## config.mk

```make
export PLATFORM = sky130hd
export DESIGN_NAME = scan_chain_responder
export DESIGN_NICKNAME = d
export VERILOG_FILES = /design/src/rtl/scan_chain_responder_pkg.sv /design/src/rtl/scan_chain_responder_sync_edge.sv /design/src/rtl/scan_chain_responder.sv
export SDC_FILE = /design/constraint.sdc
export NUM_CORES = 1
export LEC_CHECK = 0
export BUFFER_PORTS_ARGS = -buffer_cell sky130_fd_sc_hd__buf_2
export CAP_MARGIN = 20
export CORE_ASPECT_RATIO = 0.7
export CORE_MARGIN = 2
export CORE_UTILIZATION = 55
export DETAILED_ROUTE_END_ITERATION = 8
export PLACE_DENSITY_LB_ADDON = 0.05
export SKIP_CTS_REPAIR_TIMING = 1
export SLEW_MARGIN = 20
export SYNTH_ARGS = -nofsm -noshare
export SYNTH_HDL_FRONTEND = slang
export SYNTH_SLANG_ARGS = --single-unit
```

## constraint.sdc

```tcl
create_clock -name clk -period 3.05 [get_ports clk]
set_clock_uncertainty 0.15 [all_clocks]
set_input_delay 0 -clock clk [delete_from_list [all_inputs] [get_ports clk]]
set_output_delay 0 -clock clk [all_outputs]
set_load 0.01 [all_outputs]
```

## src/rtl/scan_chain_responder_pkg.sv

```systemverilog
`default_nettype none
// ============================================================================
// Module : scan_chain_responder_pkg
// Brief  : Shared defaults and sizing helpers for the scan-chain responder.
// Rev    : 1.0
// ============================================================================
package scan_chain_responder_pkg;

    localparam int DEFAULT_SYNC_STAGES = 2;

    // Edge detection stays blocked until the sync chain and its delayed copy are filled.
    function automatic int warmup_len(input int sync_stages);
        return sync_stages + 1;
    endfunction

    function automatic int frame_cnt_width(input int width);
        return $clog2(2 * width);
    endfunction

endpackage
`default_nettype wire

```

## src/rtl/scan_chain_responder_sync_edge.sv

```systemverilog
`default_nettype none
// ============================================================================
// Module : scan_chain_responder_sync_edge
// Brief  : Synchronizer chain with a delayed copy and rise/fall detection.
// Rev    : 1.0
// ============================================================================
module scan_chain_responder_sync_edge
    import scan_chain_responder_pkg::*;
#(
    parameter int SYNC_STAGES = DEFAULT_SYNC_STAGES
) (
    input  logic clk,
    input  logic reset,
    input  logic i_async,
    output logic o_sync,
    output logic o_dly,
    output logic o_rise,
    output logic o_fall
);

    logic [SYNC_STAGES-1:0] r_sync;
    logic                   r_dly;

    always_ff @(posedge clk) begin
        if (reset) begin
            r_sync <= '0;
            r_dly  <= 1'b0;
        end else begin
            r_sync <= {r_sync[SYNC_STAGES-2:0], i_async};
            r_dly  <= r_sync[SYNC_STAGES-1];
        end
    end

    assign o_sync = r_sync[SYNC_STAGES-1];
    assign o_dly  = r_dly;
    assign o_rise = o_sync & ~r_dly;
    assign o_fall = ~o_sync & r_dly;

endmodule
`default_nettype wire

```

## src/rtl/scan_chain_responder.sv

```systemverilog
`default_nettype none
// ============================================================================
// Module : scan_chain_responder
// Brief  : Scan-chain receiving element: shift, capture, latch and retime.
//          Optional frame bit-count checking enabled by SCAN_FRAME_CHECK_EN.
// Rev    : 1.0
// ============================================================================
module scan_chain_responder
    import scan_chain_responder_pkg::*;
#(
    parameter int WIDTH       = 8,
    parameter int SYNC_STAGES = DEFAULT_SYNC_STAGES
) (
    input  logic             clk,
    input  logic             reset,
    input  logic             sc_clk_in,
    input  logic             sc_data_in,
    input  logic             sc_select_in,
    input  logic             sc_latch_in,
    output logic             sc_clk_out,
    output logic             sc_select_out,
    output logic             sc_latch_out,
    output logic             sc_data_out,
    input  logic [WIDTH-1:0] design_out,
    output logic [WIDTH-1:0] design_in,
    output logic             latch_strobe,
    output logic             frame_err
);

    localparam int WARM = warmup_len(SYNC_STAGES);
    localparam int WW   = $clog2(WARM + 1);

    // Index map: 0 = sc_clk, 1 = data, 2 = select, 3 = latch
    logic [3:0] w_async;
    logic [3:0] w_sync;
    logic [3:0] w_dly;
    logic [3:0] w_rise;
    logic [3:0] w_fall;

    assign w_async = {sc_latch_in, sc_select_in, sc_data_in, sc_clk_in};

    genvar gi;
    generate
        for (gi = 0; gi < 4; gi++) begin : g_sync
            scan_chain_responder_sync_edge #(
                .SYNC_STAGES(SYNC_STAGES)
            ) u_sync (
                .clk    (clk),
                .reset  (reset),
                .i_async(w_async[gi]),
                .o_sync (w_sync[gi]),
                .o_dly  (w_dly[gi]),
                .o_rise (w_rise[gi]),
                .o_fall (w_fall[gi])
            );
        end
    endgenerate

    logic w_unused_edges;
    assign w_unused_edges = &{1'b0, w_rise[2:1], w_fall[3:1], w_sync[3], w_sync[0], w_dly[1]};

    assign sc_clk_out    = w_dly[0];
    assign sc_select_out = w_dly[2];
    assign sc_latch_out  = w_dly[3];

    logic [WW-1:0]    r_warm;
    logic             w_en;
    logic             w_clk_rise;
    logic             w_clk_fall;
    logic             w_latch_rise;
    logic [WIDTH-1:0] r_shift;

    assign w_en         = (r_warm == WW'(WARM));
    assign w_clk_rise   = w_en & w_rise[0];
    assign w_clk_fall   = w_en & w_fall[0];
    assign w_latch_rise = w_en & w_rise[3];

    always_ff @(posedge clk) begin
        if (reset) begin
            r_warm       <= '0;
            r_shift      <= '0;
            design_in    <= '0;
            sc_data_out  <= 1'b0;
            latch_strobe <= 1'b0;
        end else begin
            latch_strobe <= 1'b0;
            if (!w_en) begin
                r_warm <= r_warm + 1'b1;
            end
            // Latch reads the pre-shift value when it coincides with a clock rise.
            if (w_latch_rise) begin
                design_in    <= r_shift;
                latch_strobe <= 1'b1;
            end
            if (w_clk_rise) begin
                if (w_sync[2]) begin
                    r_shift <= design_out;
                end else begin
                    r_shift <= {w_sync[1], r_shift[WIDTH-1:1]};
                end
            end
            if (w_clk_fall) begin
                sc_data_out <= r_shift[0];
            end
        end
    end

`ifdef SCAN_FRAME_CHECK_EN
    localparam int CW = frame_cnt_width(WIDTH);

    logic [CW-1:0] r_cnt;

    always_ff @(posedge clk) begin
        if (reset) begin
            r_cnt     <= '0;
            frame_err <= 1'b0;
        end else if (w_latch_rise) begin
            frame_err <= (r_cnt != CW'(WIDTH));
            r_cnt     <= '0;
        end else if (w_clk_rise) begin
            if (w_sync[2]) begin
                r_cnt <= '0;
            end else if (r_cnt != CW'(2 * WIDTH - 1)) begin
                r_cnt <= r_cnt + 1'b1;
            end
        end
    end
`else
    assign frame_err = 1'b0;
`endif

endmodule
`default_nettype wire
```

==> results of run 1 <==
[registers in the layout (all words and copies together), names as in the netlist]
register / count
design_in: 8
g_sync.u_sync.o_dly: 3
g_sync.u_sync.r_sync: 8
latch_strobe: 1
r_shift: 8
r_warm: 2
sc_data_out: 1
[worst paths after layout]
kind	startpoint	to	slack, ps	cells past startpoint
setup reg to reg	r_warm[0]	r_shift[5]	1170	4
hold / removal	reset	sc_data_out	3	2
hold reg to reg	g_sync[0].u_sync.r_sync[0]	g_sync[0].u_sync.r_sync[1]	290	1
setup / recovery	r_warm[0]	r_shift[5]	1170	4
[cell families (layout without fill, tap and decap cells)]
kind of cell / after synthesis / in the layout
AND/OR/NAND/NOR: 43 / 43
flip-flops: 31 / 31
AO/OA/AOI/OAI: 16 / 16
multiplexers: 10 / 10
buffers and inverters: 8 / 46
adder cells (fa/ha/maj): 2 / 2
other: 1 / 1
XOR/XNOR: 1 / 1
[worst max-delay path, stage by stage (launching register included)]
cell	delay [ps]
dfxtp_1	380
ha_1	260
and3b_1	640
nor2_1	140
a211oi_2	240
[power groups by stage]
| stage | registers (mW) | logic [mW] | clock network (mW) |
|---|---|---|---|
| CTS | 0.430 | 0.0519 | 0.274 |
| floorplan | 0.435 | 0.0406 | 0 |
| global placement | 0.438 | 0.0485 | 0 |
| global route | 0.432 | 0.0711 | 0.293 |
| finish | 0.430 | 0.0641 | 0.265 |
| detailed placement | 0.439 | 0.0517 | 0 |
[per-stage QoR]
stage                     instance area [um2]  hold WS [ps]  utilization, %  instances  setup slack [ps]
final                                    1461         3.309           75.50        172              1167
after CTS                                1341        -287.4           69.30        160              1166
after global routing                     1461         12.58           75.50        172              1068
after global placement                   1272         58.89           65.74        152              1311
after floorplan                          1177        -70.60               -        112              1654
after detailed placement                 1272         65.62           65.74        152              1186
[metal layers]
| metal | up-vias | share of wire, % |
|---|---|---|
| li1 | 445 | - |
| met1 | 398 | 45 |
| met4 | 0 | 1.6 |
| met5 | - | 0 |
| met2 | 30 | 47 |
| met3 | 4 | 6.2 |
[layout make-up]
type	instances	area, um2	share of cell area (%)
clock buffer	8	68.82	4.709
multi-input combinational	73	494.2	33.82
sequential	31	620.6	42.47
tap	22	27.53	1.884
timing repair buffer	38	250.2	17.12
[cells in the final DEF, fill, tap and decap left out]
| cell | n |
|---|---|
| dlygate4sd3_1 | 12 |
| mux2i_1 | 10 |
| clkbuf_1 | 1 |
| conb_1 | 1 |
| clkbuf_8 | 2 |
| nand2_1 | 16 |
| xor2_1 | 1 |
| buf_2 | 26 |
| a211oi_2 | 8 |
| and3b_1 | 3 |
| clkbuf_4 | 5 |
| a21oi_1 | 8 |
| nand3b_1 | 2 |
| nor2b_1 | 11 |
| nor2_2 | 2 |
| ha_1 | 2 |
| nor2_1 | 9 |
| dfxtp_1 | 31 |
==> run_results.csv, run 1 <==
group,metric,value,unit
run_status,status,"complete, no violations",
logic_synthesis,synth_simple_gate_area_share,18.38,%
grt,grt.met2_usage,26.15,%
logic_synthesis,yosysWarnings,0,
power,finalPower,0.7589,mW
logic_synthesis,synth_most_common_cell,"dfxtp_1",
floorplanning,die_h,42.71,um
layout,final_nets,165,
clock_tree,clkTransAtPathRegs,90,ps
grt,grt_max_degree,31,
layout,num_antenna_cells,0,
worst_setup_path,startpoint_type,"register",
power,p_leak,0.6018,nW
route,firstDrtPassIters,4,
hold_path,min-delay-path-class,"in -> reg",
layout,drive_gt1_share,28.67,%
clock_tree,cts_tree,"built",
logic_synthesis,synth_compound_area_share,11.90,%
power,power.switching,0.1700,mW
logic_synthesis,synth-seq-area-share,52.71,%
logic_synthesis,synth_edf_count,0,
clock_tree,cts_made_buffers,5,
route,drc_errors,0,
route,vias_per_cell,5.099,
logic_synthesis,synth_area_leaders,"dfxtp_1, a211oi_2, mux2i_1",
grt,grt_util_met3,10.06,%
layout,fillers,146,
worst_setup_path,crit_type,"reg -> reg",
power,seq_power_share,56.7,%
timing,post-route-period-util,61.74,%
logic_synthesis,synth-seq-cells,31,
timing,setup_viol,0,
floorplanning,fp-row-count,13,
placement,portBuffers,26,
route,totalWireLength,2.241,mm
grt,grt.total_usage,18.84,%
job,drv_cap,0,
route,first_iter_violations,22,
worst_setup_path,worstPathRequired,3140,ps
grt,grt_pass1_vias,756,
route,ant_nets,0,
grt,overflow,0,
timing,timing.slew.headroom,53.88,%
timing,fmax,531.0,MHz
grt,antenna_found_initial,0,
clock_tree,root_buffer,"clkbuf_4",
logic_synthesis,synth.distinct_cells,18,
timing,drv_slew,0,
power,p_comb_share,8.5,%
grt,grt_pass1_wl,3.298,mm
floorplanning,core_area,1936,um2
placement,gp_congestion,0.6959,
logic_synthesis,synth_xor_area_share,0.7439,%
logic_synthesis,avgSynthCellArea,10.51,um2
timing,rsz0062_at_grt,"no",
layout,area_delta_synth_final,24.12,%
route,wl_per_cell,13.03,um
route,num_vias,877,
logic_synthesis,synth_fa_ha_area_share,2.125,%
placement,hpwl,1.459,mm
logic_synthesis,synth_area_leader_cell,"dfxtp_1",
logic_synthesis,ys_top_cells_by_count,"dfxtp_1, nand2_1, nor2b_1",
grt,gr-max-usage-layer,"met2",
floorplanning,die_w,59.30,um
clock_tree,clock_path_buffers,2,
logic_synthesis,synth_top_area_share,52.71,%
floorplanning,start_util,60.83,%
logic_synthesis,synth_area,1177,um2
power,clkPwrFrac,34.9,%
logic_synthesis,ys.flop_type,"dfxtp_1",
power,worst_ir_drop_vdd,0.3967,mV
worst_setup_path,crit_fanout,16,
grt,met1_usage,22.84,%
worst_setup_path,arrival,1980,ps
logic_synthesis,synth_top_family_by_area,"simple AND/OR/NAND/NOR gates",
logic_synthesis,syn_inst,112,
power,intPower,0.5889,mW
logic_synthesis,syn-num-nets,128,
power,swShare,22.40,%
logic_synthesis,muxShareOfSynthArea,8.502,%
timing,worst-slew-pin-transition,691.8,ps
timing,final.setup.tns,0,ps
power,p_per_area,519.3,nW/um2
floorplanning,die_area,2533,um2
timing,hold_viol,0,
floorplanning,io_pins,28,
timing,fin_crit,1883,ps
worst_setup_path,cp-end-kind,"register",
clock_tree,htree_num_levels,2,
logic_synthesis,async_flop_share,0,%
clock_tree,clock_sinks,31,
clock_tree,clkLatencyLatePin,320,ps
No activity file was read; power rests on OpenSTA's default activity.
==> run 2: changes to the inputs <==
--- a/config.mk
+++ b/config.mk
@@ -9,7 +9,7 @@
 export CAP_MARGIN = 20
 export CORE_ASPECT_RATIO = 0.7
 export CORE_MARGIN = 2
-export CORE_UTILIZATION = 55
+export CORE_UTILIZATION = 51
 export DETAILED_ROUTE_END_ITERATION = 8
 export PLACE_DENSITY_LB_ADDON = 0.05
 export SKIP_CTS_REPAIR_TIMING = 1
==> constraint.sdc (replaced) <==
create_clock -name clk -period 1.8 [get_ports clk]
set_clock_uncertainty 0.15 [all_clocks]
set_input_delay 0 -clock clk [delete_from_list [all_inputs] [get_ports clk]]
set_output_delay 0 -clock clk [all_outputs]
set_load 0.01 [all_outputs]
==> run 2 against run 1 <==
- die area up 7.2%
- global-route usage down 1.4 points
- cell count up 7.0%
- largest power group unchanged
- total power up 57%
- sequential power up 70%
- first-iteration DRC count up 32%
- utilization down 7.3 points
- routed wire length down 4.5%
- cell area up 1.4%
==> run_results.csv, run 2 (synthesized netlist as in run 1, its figures left out) <==
group,metric,value,unit
run_status,status,"complete, no violations",
worst_setup_path,reg2reg_to,"r_shift[6]",
grt,grt.total_usage,17.47,%
power,clkPwrFrac,29.4,%
floorplanning,io_pins,28,
grt,grt_pass1_wl,3.215,mm
clock_tree,clkLatencyLatePin,330,ps
clock_tree,clkTransAtPathRegs,80,ps
worst_setup_path,startpoint_type,"register",
placement,gp_congestion,0.7201,
worst_setup_path,crit_start,"r_warm[0]",
timing,drv_slew,0,
worst_setup_path,crit_type,"reg -> reg",
layout,final_common_cell,"dfxtp_1",
route,firstDrtPassIters,4,
timing,rsz0062_at_grt,"no",
grt,antenna_found_initial,0,
power,power.switching,0.2788,mW
layout,fillers,197,
clock_tree,clock_path_buffers,2,
worst_setup_path,r2r_slack,260,ps
grt,grt_pass1_vias,742,
layout,num_antenna_cells,0,
worst_setup_path,crit_end,"r_shift[6]",
power,intPower,0.9107,mW
placement,hpwl,1.423,mm
route,ant_nets,0,
grt,overflow,0,
route,totalWireLength,2.141,mm
placement,pre_cts_ws,266.6,ps
floorplanning,die_w,61.43,um
route,first_iter_violations,29,
power,swShare,23.44,%
worst_setup_path,worstPathRequired,1910,ps
power,worst_ir_drop_vdd,0.4919,mV
worst_setup_path,r2r_cells,5,
clock_tree,root_buffer,"clkbuf_4",
timing,final.setup.tns,0,ps
clock_tree,cts_tree,"built",
power,p_per_area,802.9,nW/um2
power,seq_power_share,61.3,%
grt,grt_max_degree,21,
route,drc_errors,0,
clock_tree,clock_sinks,31,
timing,post-route-period-util,85.56,%
power,p_comb_share,9.3,%
layout,final_nets,169,
layout,top_regs,"design_in (8), g_sync.u_sync.r_sync (8), r_shift (8)",
clock_tree,cts_made_buffers,5,
timing,fmax,649.3,MHz
timing,worst_slack,259.9,ps
timing,hold_viol,0,
floorplanning,fp-row-count,14,
clock_tree,htree_num_levels,2,
timing,setup_viol,0,
power,p_leak,0.6074,nW
placement,portBuffers,26,
layout,multi_input_area,494.2,um2
worst_setup_path,crit_fanout,16,
floorplanning,die_area,2715,um2
layout,final_cell_mix,"dfxtp_1, buf_2, nand2_1",
worst_setup_path,cp-end-kind,"register",
job,drv_cap,0,
worst_setup_path,arrival,1650,ps
layout,drive_gt1_share,28.29,%
worst_setup_path,reg2reg_from,"r_warm[0]",
layout,regArea,620.6,um2
route,vias_per_cell,4.728,
route,num_vias,870,
floorplanning,core_area,2172,um2
floorplanning,die_h,44.20,um
floorplanning,start_util,54.21,%
timing,fin_crit,1540,ps
route,wl_per_cell,11.64,um
layout,area_delta_synth_final,25.82,%
hold_path,min-delay-path-class,"in -> reg",
[run 2: layout make-up]
type / count / share of cell area [%]
clock buffer: 6 / 2.787
multi-input combinational: 73 / 33.36
sequential: 31 / 41.89
tap: 32 / 2.703
timing repair buffer: 42 / 19.26
[run 2: through the flow]
step           util, %  total power, mW  hold slack, ps  instances  cell area [um2]
2_1_floorplan        -           0.8065          -70.60        112             1177
4_1_cts          61.75            1.177          -274.3        170             1341
6_report         68.20            1.189           267.6        184             1481
3_3_place_gp     59.85           0.8283           58.50        164             1300
5_1_grt          68.20            1.247           298.0        184             1481
3_5_place_dp     59.85           0.8336           69.13        164             1300
[run 2: worst max-delay path, cell delays in order (launching register included)]
cell and delay (ps):
dfxtp_1 390, ha_1 250, and3b_1 170, buf_4 240, nor2_1 80, a211oi_2 190
[run 2: power by group through the flow]
stage | Clock, mW | Sequential (mW) | Combinational [mW]
after floorplan | 0 | 0.738 | 0.0688
after global placement | 0 | 0.743 | 0.0850
after detailed placement | 0 | 0.745 | 0.0882
after CTS | 0.359 | 0.729 | 0.0889
after global routing | 0.390 | 0.733 | 0.124
final | 0.350 | 0.729 | 0.111
[run 2: worst min-delay path by stage]
stage / to / slack (ps) / depth (start not counted) / start
2_1_floorplan: g_sync[3].u_sync.o_dly / -70 / 1 / reset
3_3_place_gp: g_sync[3].u_sync.r_sync[0] / 60 / 2 / sc_latch_in
3_5_place_dp: g_sync[2].u_sync.r_sync[0] / 70 / 2 / sc_select_in
4_1_cts: g_sync[2].u_sync.r_sync[0] / -270 / 2 / sc_select_in
5_1_grt: g_sync[1].u_sync.r_sync[0] / 300 / 3 / sc_data_in
6_report: g_sync[2].u_sync.r_sync[0] / 270 / 3 / sc_select_in
[run 2: per-layer routing]
layer / GRT usage (%) / vias up / wire, um
met3: 7.018 / 8 / 106
met5: 0 / - / 0
li1: - / 449 / -
met2: 24.68 / 20 / 952
met1: 21.94 / 393 / 1026
met4: 11.49 / 0 / 56
==> run 3: changes to the inputs <==
==> constraint.sdc (replaced) <==
create_clock -name clk -period 1.7 [get_ports clk]
set_clock_uncertainty 0.15 [all_clocks]
set_input_delay 0 -clock clk [delete_from_list [all_inputs] [get_ports clk]]
set_output_delay 0 -clock clk [all_outputs]
set_load 0.01 [all_outputs]
==> run 3 against run 2 <==
- clock power up 39%
- sequential share of layout area shrank 1.6 points
- cell area increased by 4.1%
- total power is 16% higher
- critical path type is now in -> reg
- worst hold slack worse by 14 ps
- clock-buffer cell count rose by 2
- cell count up 2.2%
- sequential power grew 5.8%
==> run_results.csv, run 3 (synthesized netlist as in run 1, its figures left out) <==
group,metric,value,unit
run_status,status,"complete, no violations",
worst_setup_path,crit_type,"in -> reg",
hold_path,hp-start,"sc_data_in",
grt,grt_max_degree,25,
route,first_iter_violations,36,
layout,final_cell_mix,"dfxtp_1, buf_2, nand2_1, dlygate4sd3_1, nor2b_1",
grt,grt_pass1_wl,3.284,mm
layout,top_regs,"design_in (8), g_sync.u_sync.r_sync (8), r_shift (8)",
route,num_vias,883,
layout,regArea,620.6,um2
route,firstDrtPassIters,4,
clock_tree,clkTransAtPathRegs,100,ps
grt,overflow,0,
power,p_per_area,896.9,nW/um2
floorplanning,die_area,2715,um2
layout,area_delta_synth_final,30.92,%
timing,fmax,661.7,MHz
timing,final.setup.tns,0,ps
grt,antenna_found_initial,0,
layout,drive_gt1_share,28.85,%
layout,final_common_cell,"dfxtp_1",
clock_tree,clock_path_buffers,2,
worst_setup_path,cp-end-kind,"register",
route,ant_nets,0,
timing,hold_ws,253.9,ps
worst_setup_path,reg2reg_to,"r_shift[4]",
job,drv_cap,0,
clock_tree,clkLatencyLatePin,330,ps
floorplanning,start_util,54.21,%
clock_tree,cts_tree,"built",
worst_setup_path,startpoint_type,"primary input",
route,wl_per_cell,11.78,um
floorplanning,io_pins,28,
hold_path,hold_depth,3,
clock_tree,root_buffer,"clkbuf_4",
worst_setup_path,arrival,1590,ps
placement,placed_area,1313,um2
floorplanning,die_w,61.43,um
worst_setup_path,r2r_cells,5,
floorplanning,core_area,2172,um2
layout,final_nets,171,
timing,post-route-period-util,88.90,%
worst_setup_path,reg2reg_from,"r_warm[0]",
timing,rsz0062_at_grt,"no",
layout,multi_input_area,494.2,um2
placement,gp_congestion,0.6838,
route,vias_per_cell,4.697,
power,p_leak,0.6357,nW
layout,finalInstanceArea,1541,um2
timing,hold_viol,0,
layout,fin_util,70.97,%
route,drc_errors,0,
layout,num_antenna_cells,0,
worst_setup_path,r2r_slack,210,ps
floorplanning,die_h,44.20,um
route,totalWireLength,2.214,mm
timing,fin_crit,1511,ps
grt,grt_pass1_vias,747,
hold_path,hold_path_end,"g_sync[1].u_sync.r_sync[0]",
clock_tree,clock_sinks,31,
placement,hpwl,1.442,mm
timing,setup_viol,0,
worst_setup_path,crit_fanout,24,
layout,fillers,179,
placement,portBuffers,26,
worst_setup_path,worstPathRequired,1770,ps
clock_tree,htree_num_levels,2,
floorplanning,fp-row-count,14,
power,finalPower,1.383,mW
grt,grt.total_usage,17.84,%
timing,drv_slew,0,
clock_tree,cts_made_buffers,5,
hold_path,min-delay-path-class,"in -> reg",
power,worst_ir_drop_vdd,0.6848,mV
==> run 3: metrics by stage <==
step | std cells | worst slack [ps]
final | 188 | 188.6
after floorplan | 112 | 304.5
after detailed placement | 164 | 204.7
after CTS | 172 | 194.8
after global routing | 188 | 84.21
after global placement | 164 | 273.4
==> run 3: report_power, final <==
part           switching, mW  leakage, nW  total [mW]  internal (mW)
sequential            0.0200        0.252       0.771          0.751
combinational         0.0523        0.345       0.123         0.0711
clock                  0.245       0.0386       0.488          0.243
==> run 3: final cells by class <==
| cell class | count | area share [%] |
|---|---|---|
| multi-input combinational | 73 | 32.06 |
| clock buffer | 8 | 4.464 |
| tap | 32 | 2.597 |
| timing repair buffer | 44 | 20.62 |
| sequential | 31 | 40.26 |
==> run 3: worst max path at each step <==
| stage | from | endpoint | depth (start not counted) |
|---|---|---|---|
| floorplan | r_warm[0] | r_shift[0] | 6 |
| detailed placement | r_warm[0] | r_shift[4] | 5 |
| CTS | r_warm[0] | r_shift[4] | 5 |
| global route | r_warm[0] | r_shift[4] | 5 |
| finish | reset | g_sync[3].u_sync.r_sync[0] | 4 |
| global placement | r_warm[0] | r_shift[1] | 5 |
==> run 3: worst max-delay path, cell delays in order <==
cell	delay (ps)
dlygate4sd3_1	520
buf_2	400
nor2b_1	90
dlygate4sd3_1	570
==> run 3: metal layers <==
layer / up-vias / share of wire [%] / track usage (%)
met5: - / 0 / 0
met4: 0 / 2.3 / 11.49
met3: 8 / 5.6 / 7.018
met2: 24 / 43 / 25.11
met1: 393 / 49 / 22.71
li1: 458 / - / -
